[src/rtl/matrix_pkg.sv]
// rtl/matrix_pkg.sv - shared constants and scan state type for the LED matrix row scanner
package matrix_pkg;

    localparam int ROWS = 7;

    localparam logic [2:0] ROW_FIRST = 3'b001;
    localparam logic [2:0] ROW_LAST  = 3'b111;

    typedef enum logic [1:0] {
        ST_IDLE,
        ST_BLANK,
        ST_SHOW
    } scan_state_t;

endpackage

[src/rtl/frame_buffer.sv]
// rtl/frame_buffer.sv - double-buffered ROWS x COLS frame store with shadow write and select toggle
module frame_buffer
    import matrix_pkg::*;
#(
    parameter int COLS = 5
) (
    input  logic            clk,
    input  logic            rst_n,
    input  logic            wr,
    input  logic [2:0]      wr_row,
    input  logic [COLS-1:0] wr_data,
    input  logic            toggle,
    input  logic [2:0]      rd_row,
    output logic [COLS-1:0] rd_data
);

    logic            sel;
    logic [COLS-1:0] bank0 [ROWS];
    logic [COLS-1:0] bank1 [ROWS];
    logic [2:0]      wr_idx;
    logic [2:0]      rd_idx;

    assign wr_idx = wr_row - 3'd1;
    assign rd_idx = rd_row - 3'd1;

    // Writes always target the current shadow; during a toggle that is the bank becoming active.
    always_ff @(posedge clk) begin
        if (!rst_n) begin
            sel <= 1'b0;
            for (int i = 0; i < ROWS; i++) begin
                bank0[i] <= '0;
                bank1[i] <= '0;
            end
        end else begin
            if (wr && wr_row != 3'd0) begin
                if (sel) bank0[wr_idx] <= wr_data;
                else     bank1[wr_idx] <= wr_data;
            end
            if (toggle) sel <= ~sel;
        end
    end

    // Read looks through a toggle in progress so a row loaded at the swap edge sees the new frame.
    always_comb begin
        rd_data = '0;
        if (rd_row != 3'd0) begin
            rd_data = (sel ^ toggle) ? bank1[rd_idx] : bank0[rd_idx];
        end
    end

endmodule

[src/rtl/matrix_scan.sv]
// rtl/matrix_scan.sv - cyclic 7-row scanner driving the line decoder from a tear-free frame store
module matrix_scan
    import matrix_pkg::*;
#(
    parameter int DWELL = 50000,
    parameter int BLANK = 8,
    parameter int COLS  = 5
) (
    input  logic            clk,
    input  logic            rst_n,
    input  logic            En,
    input  logic            Wr,
    input  logic [2:0]      Wr_row,
    input  logic [COLS-1:0] Wr_data,
    input  logic            Swap,
    output logic            Swap_ack,
    output logic            V,
    output logic            Ch2,
    output logic            Ch1,
    output logic            Ch0,
    output logic [COLS-1:0] Col,
    output logic            Frame_tick
);

    localparam int CNT_MAX = (DWELL > BLANK) ? DWELL : BLANK;
    localparam int CW      = $clog2(CNT_MAX + 1);
    localparam logic [CW-1:0] DWELL_LD = CW'(DWELL - 1);
    localparam logic [CW-1:0] BLANK_LD = CW'((BLANK > 0) ? BLANK - 1 : 0);

    scan_state_t     state, state_n;
    logic [2:0]      row, row_n, row_adv;
    logic [CW-1:0]   cnt, cnt_n;
    logic            pending;
    logic            last_show_n;
    logic            swap_go;
    logic            row_load;
    logic [COLS-1:0] rd_data;

    frame_buffer #(.COLS(COLS)) u_frame_buffer (
        .clk     (clk),
        .rst_n   (rst_n),
        .wr      (Wr),
        .wr_row  (Wr_row),
        .wr_data (Wr_data),
        .toggle  (Swap_ack),
        .rd_row  (row_n),
        .rd_data (rd_data)
    );

    assign row_adv = (row == ROW_LAST) ? ROW_FIRST : row + 3'd1;

    // row holds the decoder code directly; 0 only while idle.
    always_comb begin
        state_n = state;
        row_n   = row;
        cnt_n   = cnt;
        if (!En) begin
            state_n = ST_IDLE;
            row_n   = 3'd0;
            cnt_n   = '0;
        end else begin
            case (state)
                ST_IDLE: begin
                    row_n = ROW_FIRST;
                    if (BLANK > 0) begin
                        state_n = ST_BLANK;
                        cnt_n   = BLANK_LD;
                    end else begin
                        state_n = ST_SHOW;
                        cnt_n   = DWELL_LD;
                    end
                end
                ST_BLANK: begin
                    if (cnt == '0) begin
                        state_n = ST_SHOW;
                        cnt_n   = DWELL_LD;
                    end else begin
                        cnt_n = cnt - 1'b1;
                    end
                end
                ST_SHOW: begin
                    if (cnt == '0) begin
                        row_n = row_adv;
                        if (BLANK > 0) begin
                            state_n = ST_BLANK;
                            cnt_n   = BLANK_LD;
                        end else begin
                            state_n = ST_SHOW;
                            cnt_n   = DWELL_LD;
                        end
                    end else begin
                        cnt_n = cnt - 1'b1;
                    end
                end
                default: state_n = ST_IDLE;
            endcase
        end
    end

    assign last_show_n = (state_n == ST_SHOW) && (row_n == ROW_LAST) && (cnt_n == '0);
    assign row_load    = (state_n == ST_SHOW) && ((state != ST_SHOW) || (cnt == '0));
    // Ack is raised for the frame's final lit cycle; the bank flips at the end of that cycle.
    assign swap_go     = !Swap_ack && (pending || Swap) &&
                         (last_show_n || (state == ST_IDLE && !En));

    always_ff @(posedge clk) begin
        if (!rst_n) begin
            state           <= ST_IDLE;
            row             <= 3'd0;
            cnt             <= '0;
            pending         <= 1'b0;
            Swap_ack        <= 1'b0;
            Frame_tick      <= 1'b0;
            V               <= 1'b0;
            {Ch2, Ch1, Ch0} <= 3'b000;
            Col             <= '0;
        end else begin
            state           <= state_n;
            row             <= row_n;
            cnt             <= cnt_n;
            pending         <= Swap_ack ? 1'b0 : (pending | Swap);
            Swap_ack        <= swap_go;
            Frame_tick      <= last_show_n;
            V               <= (state_n == ST_SHOW);
            {Ch2, Ch1, Ch0} <= row_n;
            if (state_n != ST_SHOW) Col <= '0;
            else if (row_load)      Col <= rd_data;
        end
    end

endmodule

[config.mk]
export PLATFORM = sky130hd
export DESIGN_NAME = matrix_scan
export DESIGN_NICKNAME = d
export VERILOG_FILES = /design/src/rtl/matrix_pkg.sv /design/src/rtl/frame_buffer.sv /design/src/rtl/matrix_scan.sv
export SDC_FILE = /design/constraint.sdc
export NUM_CORES = 1
export LEC_CHECK = 0
export ABC_AREA = 1
export CAP_MARGIN = 10
export CORE_MARGIN = 5
export CORE_UTILIZATION = 55
export DETAILED_ROUTE_END_ITERATION = 12
export DONT_BUFFER_PORTS = 1
export GPL_ROUTABILITY_DRIVEN = 1
export PLACE_DENSITY = 0.75
export RECOVER_POWER = 100
export SLEW_MARGIN = 20
export SYNTH_ARGS = -nofsm -noshare
export SYNTH_HDL_FRONTEND = slang
export SYNTH_HIERARCHICAL = 1
export SYNTH_SLANG_ARGS = --single-unit
[constraint.sdc]
create_clock -name clk -period 4.7 [get_ports clk]
set_input_delay 0.47 -clock clk [delete_from_list [all_inputs] [get_ports clk]]
set_output_delay 0.47 -clock clk [all_outputs]
set_load 0.005 [all_outputs]
==> results of run 1 <==
[cells in the mapped netlist (all sizes together) (5+ instances only)]
| cell | n | area, µm² |
|---|---|---|
| a21oi | 22 | 114 |
| buf | 17 | 111 |
| clkbuf | 5 | 18.8 |
| dfxtp | 41 | 821 |
| edfxtp | 70 | 2100 |
| ha | 7 | 87.6 |
| inv | 88 | 330 |
| nand2 | 216 | 861 |
| nand3 | 54 | 313 |
| nand4 | 9 | 96.3 |
| nor2 | 172 | 712 |
| nor3 | 8 | 45.0 |
| o211ai | 12 | 90.1 |
| o21ai | 17 | 92.6 |
| xor2 | 5 | 51.3 |
[metrics by stage]
stage	setup slack (ps)	hold WS [ps]	cells	utilization, %	instance area (µm²)
global route	414	176	895	56.8	6110
floorplan	1690	440	760	-	5970
CTS	898	179	895	57.7	6200
global placement	1090	473	879	56.1	6020
finish	858	211	895	56.8	6110
detailed placement	934	489	879	56.1	6020
[critical path: cells and delay by family, from the launching register on]
| family | cells | cell delay (ps) |
|---|---|---|
| AO/OA/AOI/OAI | 4 | 480 |
| buffers and inverters | 3 | 1100 |
| AND/OR/NAND/NOR | 8 | 1110 |
| flip-flops | 1 | 310 |
| adder cells (fa/ha/maj) | 2 | 720 |
[worst paths after layout]
kind,startpoint,end,slack [ps],depth (start not counted)
worst max-delay path,cnt[0],Col[1],860,17
worst min-delay path,rst_n,u_frame_buffer/bank0[6][2],210,2
worst max register to register,cnt[0],Col[1],860,17
worst min register to register,pending,pending,500,2
[sequential cells by signal, summed over array words and instances (netlist names)]
name / cells
cnt: 16
u_frame_buffer/bank1: 40
u_frame_buffer/sel: 1
Frame_tick: 1
Ch2: 1
row: 2
pending: 1
u_frame_buffer/bank0: 40
state: 2
V: 1
Swap_ack: 1
Col: 5
[where the power goes]
group	internal [mW]	switching, mW
Clock	0.213	0.326
Combinational	0.0880	0.206
Sequential	1.07	0.0184
[placed cells by master, fill, tap and decap left out, types with 3 or more instances in the layout]
cell and n:
nand4_1 8, inv_1 82, dfxtp_1 41, nand2_1 210, edfxtp_1 70, nor2_4 3, nand3_1 50, xor2_1 4
o211ai_1 12, nor2_2 6, nor2_1 162, o21ai_0 17, nor3_1 7, clkbuf_8 10, inv_2 6, nand2_2 5
a211oi_1 3, a21oi_1 21, nand3_2 3, ha_1 7, clkinv_1 4
[cell families (layout without fill, tap and decap cells)]
| group | after synthesis | count (layout) |
|---|---|---|
| buffers and inverters | 114 | 109 |
| AND/OR/NAND/NOR | 463 | 463 |
| adder cells (fa/ha/maj) | 7 | 7 |
| XOR/XNOR | 8 | 8 |
| AO/OA/AOI/OAI | 57 | 57 |
| flip-flops | 111 | 111 |
[cell type report]
type	instances	area (µm²)	area share [%]
multi-input combinational	535	2480	40.6
clock buffer	11	141	2.32
tap	140	175	2.87
clock inverter	5	38.8	0.635
timing repair buffer	1	5.00	0.0820
inverter	92	345	5.66
sequential	111	2920	47.9
[routing by layer]
layer,track usage (%),wire [µm]
met1,26.9,5750
met2,37.5,6600
met3,5.87,873
met4,8.63,422
met5,0,0
==> impl_metrics.toml, run 1 <==
[run_status]
status = "finished clean"

[synthesis]
async_reset_ff_share_pct = 0
yosysWarnings = 6
synthFlopType = "edfxtp_1"
ys_ff_latch = 111
synth_top_family_by_area = "simple AND/OR/NAND/NOR gates"
synth_fa_ha_area_share_pct = 1.47
synth-simple-area-share_pct = 34.4
synth_edf_count = 70
synth_xor_area_share_pct = 1.43
seq_area_frac_synth_pct = 49.0
synth_cell_types = 40
muxShareOfSynthArea_pct = 0
synth_compound_area_share_pct = 5.75
syn_inst = 760
synth_nets = 780
synth_area_mm2 = 0.00597
syn_area_per_cell_um2 = 7.85

[timing]
max_freq_mhz = 260
finalSetupViolations = 0
tns_ps = 0
finalMaxSlewViolations = 0
relSlewSlack_pct = 19.6
tightest_slew_ps = 1190
period_needed_ps = 3840
rsz0062_at_grt = "no"
fin_crit_sh_pct = 81.8
fin_skew_ps = 7.11
finalHoldViolCount = 0

[finish]
syn_to_final_growth_pct = 2.35
antennaDiodeCount = 0
fill_cells = 1011
drive_gt1_share_pct = 6.49
fin_nets = 770

[critical_path]
cp_max_fo = 30
critPathLaunchType = "flip-flop"
end_kind = "flip-flop"
setup.worst_path.class = "reg2reg"
arrival_ps = 4130
cpMaxStageDelayCell = "inv_1"
cpMostUsedCell = "nor2_1"
critical_path_required_ps = 4990
slowest_delay_ps = 640
crit_chain = "inv_1 > ha_1 > nand2_1 > nor2_8 > nand4_1 > nor2_1 > nor2_4 > inv_2 > ha_1 > inv_1 > nor2_1 > o21ai_0 > nand3_1 > a21oi_1 > nor2_1 > o21ai_0 > a21oi_1"

[global_route]
gr-total-overflow = 0
grt_max_degree = 54
grt_pass1_vias = 4684
antenna_found_initial = 0
grt_pass1_wl_um = 22700
track_usage_pct = 22.1

[floorplanning]
die-area_mm2 = 0.0130
initial_core_util_pct = 55.5
core_area_mm2 = 0.0107
die_width_um = 114
die_height_um = 114
pin_count = 24
row_count = 38

[min_path]
hp-class = "in2reg"

[pwr]
p_total_mw = 1.92
powerDensity_mw_per_mm2 = 315
p_leak_nw = 2.70
vdd_drop_max_mv = 0.241

[place]
portBuffers = 0
dpl.hpwl_um = 10200
gp_congestion = 0.948

[drt]
first_pass_iters = 5
drtAntennaViolNets = 0
drcViolationCount = 0
via_per_inst = 5.38
routed_wl_um = 13600
vias = 4819
wl_per_cell_um = 15.2
drtIter0Drc = 434

[clock_tree]
clkTransAtPathRegs_ps = 100
cts_sinks = 111
cts_tree = "yes"
cts_root_buf = "clkbuf_8"
cts_buffer_depth = 2
cts_setup_buffers = 0
cts_buffers = 9
hold_buffers = 0
post_cts_resized = 0
htree_levels = 3
clk_latency_ps = 390

[run]
maxCapViolations = 0
(Power assumes the default switching activity.)
==> run 2, diff against run 1 <==
- clock period: 4.7 -> 3.7 ns (I/O delays scaled with it)
==> run 2 against run 1 <==
  * Worst setup slack got worse by 450 ps
  * Final area about the same
  * Register-to-register slack got worse by 450 ps
  * Critical path type unchanged
==> impl_metrics.toml, run 2 (same netlist as run 1, synthesis figures left out) <==
[timing]
fin_crit_sh_pct = 89.1
period_needed_ps = 3300
rsz0062_at_grt = "no"
fin_skew_ps = 8.58
tightest_slew_ps = 1110
relSlewSlack_pct = 25.0
finalMaxSlewViolations = 0
finalSetupViolations = 0
tns_ps = 0
finalHoldViolCount = 0
max_freq_mhz = 303

[clock_tree]
cts_tree = "yes"
hold_buffers = 0
post_cts_resized = 0
htree_levels = 3
cts_buffer_depth = 2
clkTransAtPathRegs_ps = 100
clk_latency_ps = 380
cts_sinks = 111
cts_buffers = 9
cts_setup_buffers = 0
cts_root_buf = "clkbuf_8"

[floorplanning]
pin_count = 24
die_width_um = 114
die_height_um = 114
core_area_mm2 = 0.0107
die-area_mm2 = 0.0130
row_count = 38
initial_core_util_pct = 55.5

[place]
portBuffers = 0
gp_congestion = 0.902
placed_cells = 883
dpl.hpwl_um = 10300

[drt]
drtIter0Drc = 463
dr_wl_met2_um = 6520
drtAntennaViolNets = 0
vias = 4879
top_layer = "met4"
wl_met1_um = 5880
first_pass_iters = 4
via_per_inst = 5.43
drcViolationCount = 0
wl_per_cell_um = 15.3
met3_length_um = 1020
routed_wl_um = 13800

[pwr]
p_total_mw = 2.40
p_leak_nw = 2.70
vdd_drop_max_mv = 0.286
powerDensity_mw_per_mm2 = 392

[global_route]
grt_pass1_wl_um = 23200
antenna_found_initial = 0
grt_max_degree = 54
grt_pass1_vias = 4727
track_usage_pct = 22.5
gr-total-overflow = 0

[finish]
register_area_mm2 = 0.00292
antennaDiodeCount = 0
drive_gt1_share_pct = 6.32
reg_top3 = "u_frame_buffer/bank0 x40, u_frame_buffer/bank1 x40, cnt x16"
multi_input_area_mm2 = 0.00246
stdcell_count = 899
layout_common_cells = "209 x nand2_1, 162 x nor2_1, 82 x inv_1, 70 x edfxtp_1, 52 x nand3_1"
syn_to_final_growth_pct = 2.43
fin_nets = 774
layout_commonest_cell = "nand2_1"
fill_cells = 1048

[critical_path]
arrival_ps = 3570
setup.worst_path.class = "reg2reg"
rrSetupSlack_ps = 400
critPathLaunchType = "flip-flop"
r2r_cells = 20
reg2reg_from = "cnt[0]"
critical_path_required_ps = 3970
rr_endpoint = "Col[3]"
cp_max_fo = 19
end_kind = "flip-flop"

[run_status]
status = "finished clean"

[run]
maxCapViolations = 0

[min_path]
hp-class = "in2reg"
min_from = "rst_n"
hold_path_depth = 2
min_to = "u_frame_buffer/sel"
==> run 2: final cells by class <==
cell class	count	share of cell area, %
clock buffer	13	2.27
clock inverter	3	0.348
inverter	92	5.65
multi-input combinational	535	40.2
sequential	111	47.8
tap	140	2.87
timing repair buffer	5	0.819
==> run 2: routing by layer <==
layer	vias up	track usage [%]
met4	0	7.28
met2	184	36.4
met5	-	0
met1	2264	29.5
li1	2400	-
met3	31	6.13
==> run 2: worst max path at each step <==
stage          startpoint      to  slack (ps)  cells past startpoint
2_1_floorplan      cnt[0]  Col[0]         690                     22
3_3_place_gp       cnt[0]  Col[3]         640                     20
3_5_place_dp       cnt[0]  Col[3]         500                     16
4_1_cts            cnt[0]  Col[3]         460                     16
5_1_grt            cnt[0]  Col[3]          70                     16
6_report           cnt[0]  Col[3]         400                     20
==> run 2: power breakdown <==
group	switching [mW]	total, mW	leakage (nW)	internal (mW)
Clock	0.392	0.638	0.0776	0.247
Combinational	0.262	0.379	1.56	0.117
Sequential	0.0225	1.38	1.06	1.36
Total	0.676	2.40	2.70	1.72
==> run 2: critical path: stages, from the launching register on <==
cell and delay, ps:
dfxtp_1 300, inv_1 130, ha_1 320, nand2_4 120, nor2_4 160, nand2_4 90
nand2_1 100, nand2_1 120, nand3_1 130, nand2_2 80, inv_1 90, ha_1 250
inv_1 300, buf_12 210, nor2_1 50, o21ai_0 100, nand3_1 140, a21oi_1 180
nor2_1 60, o21ai_0 200, a21oi_1 60
==> run 2: stage by stage <==
step | area [µm²] | worst slack (ps) | utilization [%] | hold WS [ps]
after floorplan | 5970 | 688 | - | 440
after global placement | 6070 | 637 | 56.5 | 472
after detailed placement | 6070 | 504 | 56.5 | 490
after CTS | 6230 | 463 | 57.9 | 83.1
after global routing | 6110 | 72.1 | 56.9 | 82.1
final | 6110 | 404 | 56.9 | 95.0
==> run 3, diff against run 2 <==
- CORE_ASPECT_RATIO: default -> 1.1
==> run 3 against run 2 <==
  * Die area hardly changed
  * Clock skew down 2.9 ps
  * Global-route usage shrank 0.19 points
  * Routed wire length is 0.16% higher
  * Register-to-register slack gained 20 ps
  * Hold slack improved by 50 ps
  * Total power rose by 15%
  * Non-clock buffer count did not move
  * Clock power is 57% higher
==> impl_metrics.toml, run 3 (same netlist as run 1, synthesis figures left out) <==
[run_status]
status = "finished clean"

[timing]
finalHoldViolCount = 0
finalMaxSlewViolations = 0
rsz0062_at_grt = "no"
max_freq_mhz = 305
fin_skew_ps = 5.64
tns_ps = 0
tightest_slew_ps = 997
fin_hold_ws_ps = 145
period_needed_ps = 3280
relSlewSlack_pct = 32.9
fin_crit_sh_pct = 88.7
finalSetupViolations = 0

[finish]
layout_commonest_cell = "nand2_1"
reg_top3 = "u_frame_buffer/bank0 x40, u_frame_buffer/bank1 x40, cnt x16"
fin_nets = 774
multi_input_area_mm2 = 0.00245
syn_to_final_growth_pct = 4.74
antennaDiodeCount = 0
layout_common_cells = "210 x nand2_1, 162 x nor2_1, 82 x inv_1, 70 x edfxtp_1, 52 x nand3_1"
stdcell_count = 902
fill_cells = 952
drive_gt1_share_pct = 6.72
register_area_mm2 = 0.00292

[floorplanning]
core_area_mm2 = 0.0105
pin_count = 24
row_count = 39
initial_core_util_pct = 56.9
die_width_um = 109
die_height_um = 119
die-area_mm2 = 0.0130

[pwr]
vdd_drop_max_mv = 0.317
p_seq_share_pct = 50.0
p_switching_uw = 734
pwr-share-comb_pct = 13.7
switching_share_pct = 26.6
clock_power_share_pct = 36.3
powerDensity_mw_per_mm2 = 442
p_int_mw = 2.03
p_leak_nw = 2.77
p_total_mw = 2.76

[drt]
wl_per_cell_um = 15.3
drcViolationCount = 0
vias = 4832
drtIter0Drc = 438
drtAntennaViolNets = 0
via_per_inst = 5.36
routed_wl_um = 13800
first_pass_iters = 5

[critical_path]
critPathLaunchType = "flip-flop"
path_delay_family = "simple AND/OR/NAND/NOR gates"
rrSetupSlack_ps = 420
crit_chain = "inv_1 > ha_1 > nand2_1 > nor2_8 > nand4_1 > nor2_1 > nor2_4 > inv_2 > buf_4 > ha_1 > xor2_2 > nand3_1 > nand2_1 > nand2_1 > nand2_1 > nor2_1 > o21ai_0 > a21oi_1"
critical_path_required_ps = 3950
arrival_ps = 3530
rr_endpoint = "Col[1]"
cpMaxStageDelayCell = "xor2_2"
setup.worst_path.class = "reg2reg"
slowest_delay_ps = 400
r2r_cells = 18
end_kind = "flip-flop"
reg2reg_from = "cnt[0]"
cpMostUsedCell = "nand2_1"
cp_max_fo = 29
crit_buf_inv = 3

[clock_tree]
cts_buffers = 9
clk_latency_ps = 350
htree_levels = 3
cts_tree = "yes"
cts_setup_buffers = 0
cts_sinks = 111
hold_buffers = 0
post_cts_resized = 0
clkTransAtPathRegs_ps = 70
cts_buffer_depth = 2
cts_root_buf = "clkbuf_16"

[global_route]
grt_pass1_vias = 4781
antenna_found_initial = 0
grt_max_degree = 54
track_usage_pct = 22.3
grt_pass1_wl_um = 22600
gr-total-overflow = 0

[place]
gp_congestion = 0.891
placed_cells = 886
portBuffers = 0
dpl.hpwl_um = 10300

[run]
maxCapViolations = 0

[min_path]
min_from = "rst_n"
hold_path_depth = 2
hp-class = "in2reg"
min_to = "u_frame_buffer/sel"
[run 3: cell type report]
class / instances / share of cell area, %
Clock buffer: 10 / 3.82
Clock inverter: 6 / 1.20
Inverter: 92 / 5.53
Multi-Input combinational cell: 535 / 39.2
Sequential cell: 111 / 46.8
Tap cell: 143 / 2.86
Timing Repair Buffer: 5 / 0.601
[run 3: per-stage QoR]
step	setup slack, ps	utilization (%)	cell area [µm²]
floorplan	688	-	5970
global placement	620	57.7	6060
detailed placement	509	57.7	6060
CTS	484	60.7	6370
global route	110	59.6	6250
finish	419	59.6	6250
[run 3: per-layer routing]
| layer | share of wire (%) | vias up | track usage [%] | routed length (µm) |
|---|---|---|---|---|
| li1 | - | 2408 | - | - |
| met1 | 42 | 2244 | 26.6 | 5750 |
| met2 | 49 | 147 | 37.7 | 6810 |
| met5 | 0 | - | 0 | 0 |
| met4 | 2.7 | 0 | 9.90 | 373 |
| met3 | 6.2 | 33 | 5.63 | 850 |
[run 3: worst max path at each step]
stage / from / to / cells after the start
after floorplan: cnt[0] / Col[0] / 22
after global placement: cnt[0] / Col[3] / 18
after detailed placement: cnt[0] / Col[1] / 18
after CTS: cnt[0] / Col[1] / 18
after global routing: cnt[0] / Col[2] / 19
final: cnt[0] / Col[1] / 18
[run 3: power by group through the flow]
stage	registers (mW)	logic [mW]	clock network, mW
detailed placement	1.41	0.387	0
global placement	1.41	0.380	0
CTS	1.38	0.390	1.02
finish	1.38	0.377	1.00
global route	1.39	0.425	1.08
floorplan	1.40	0.318	0
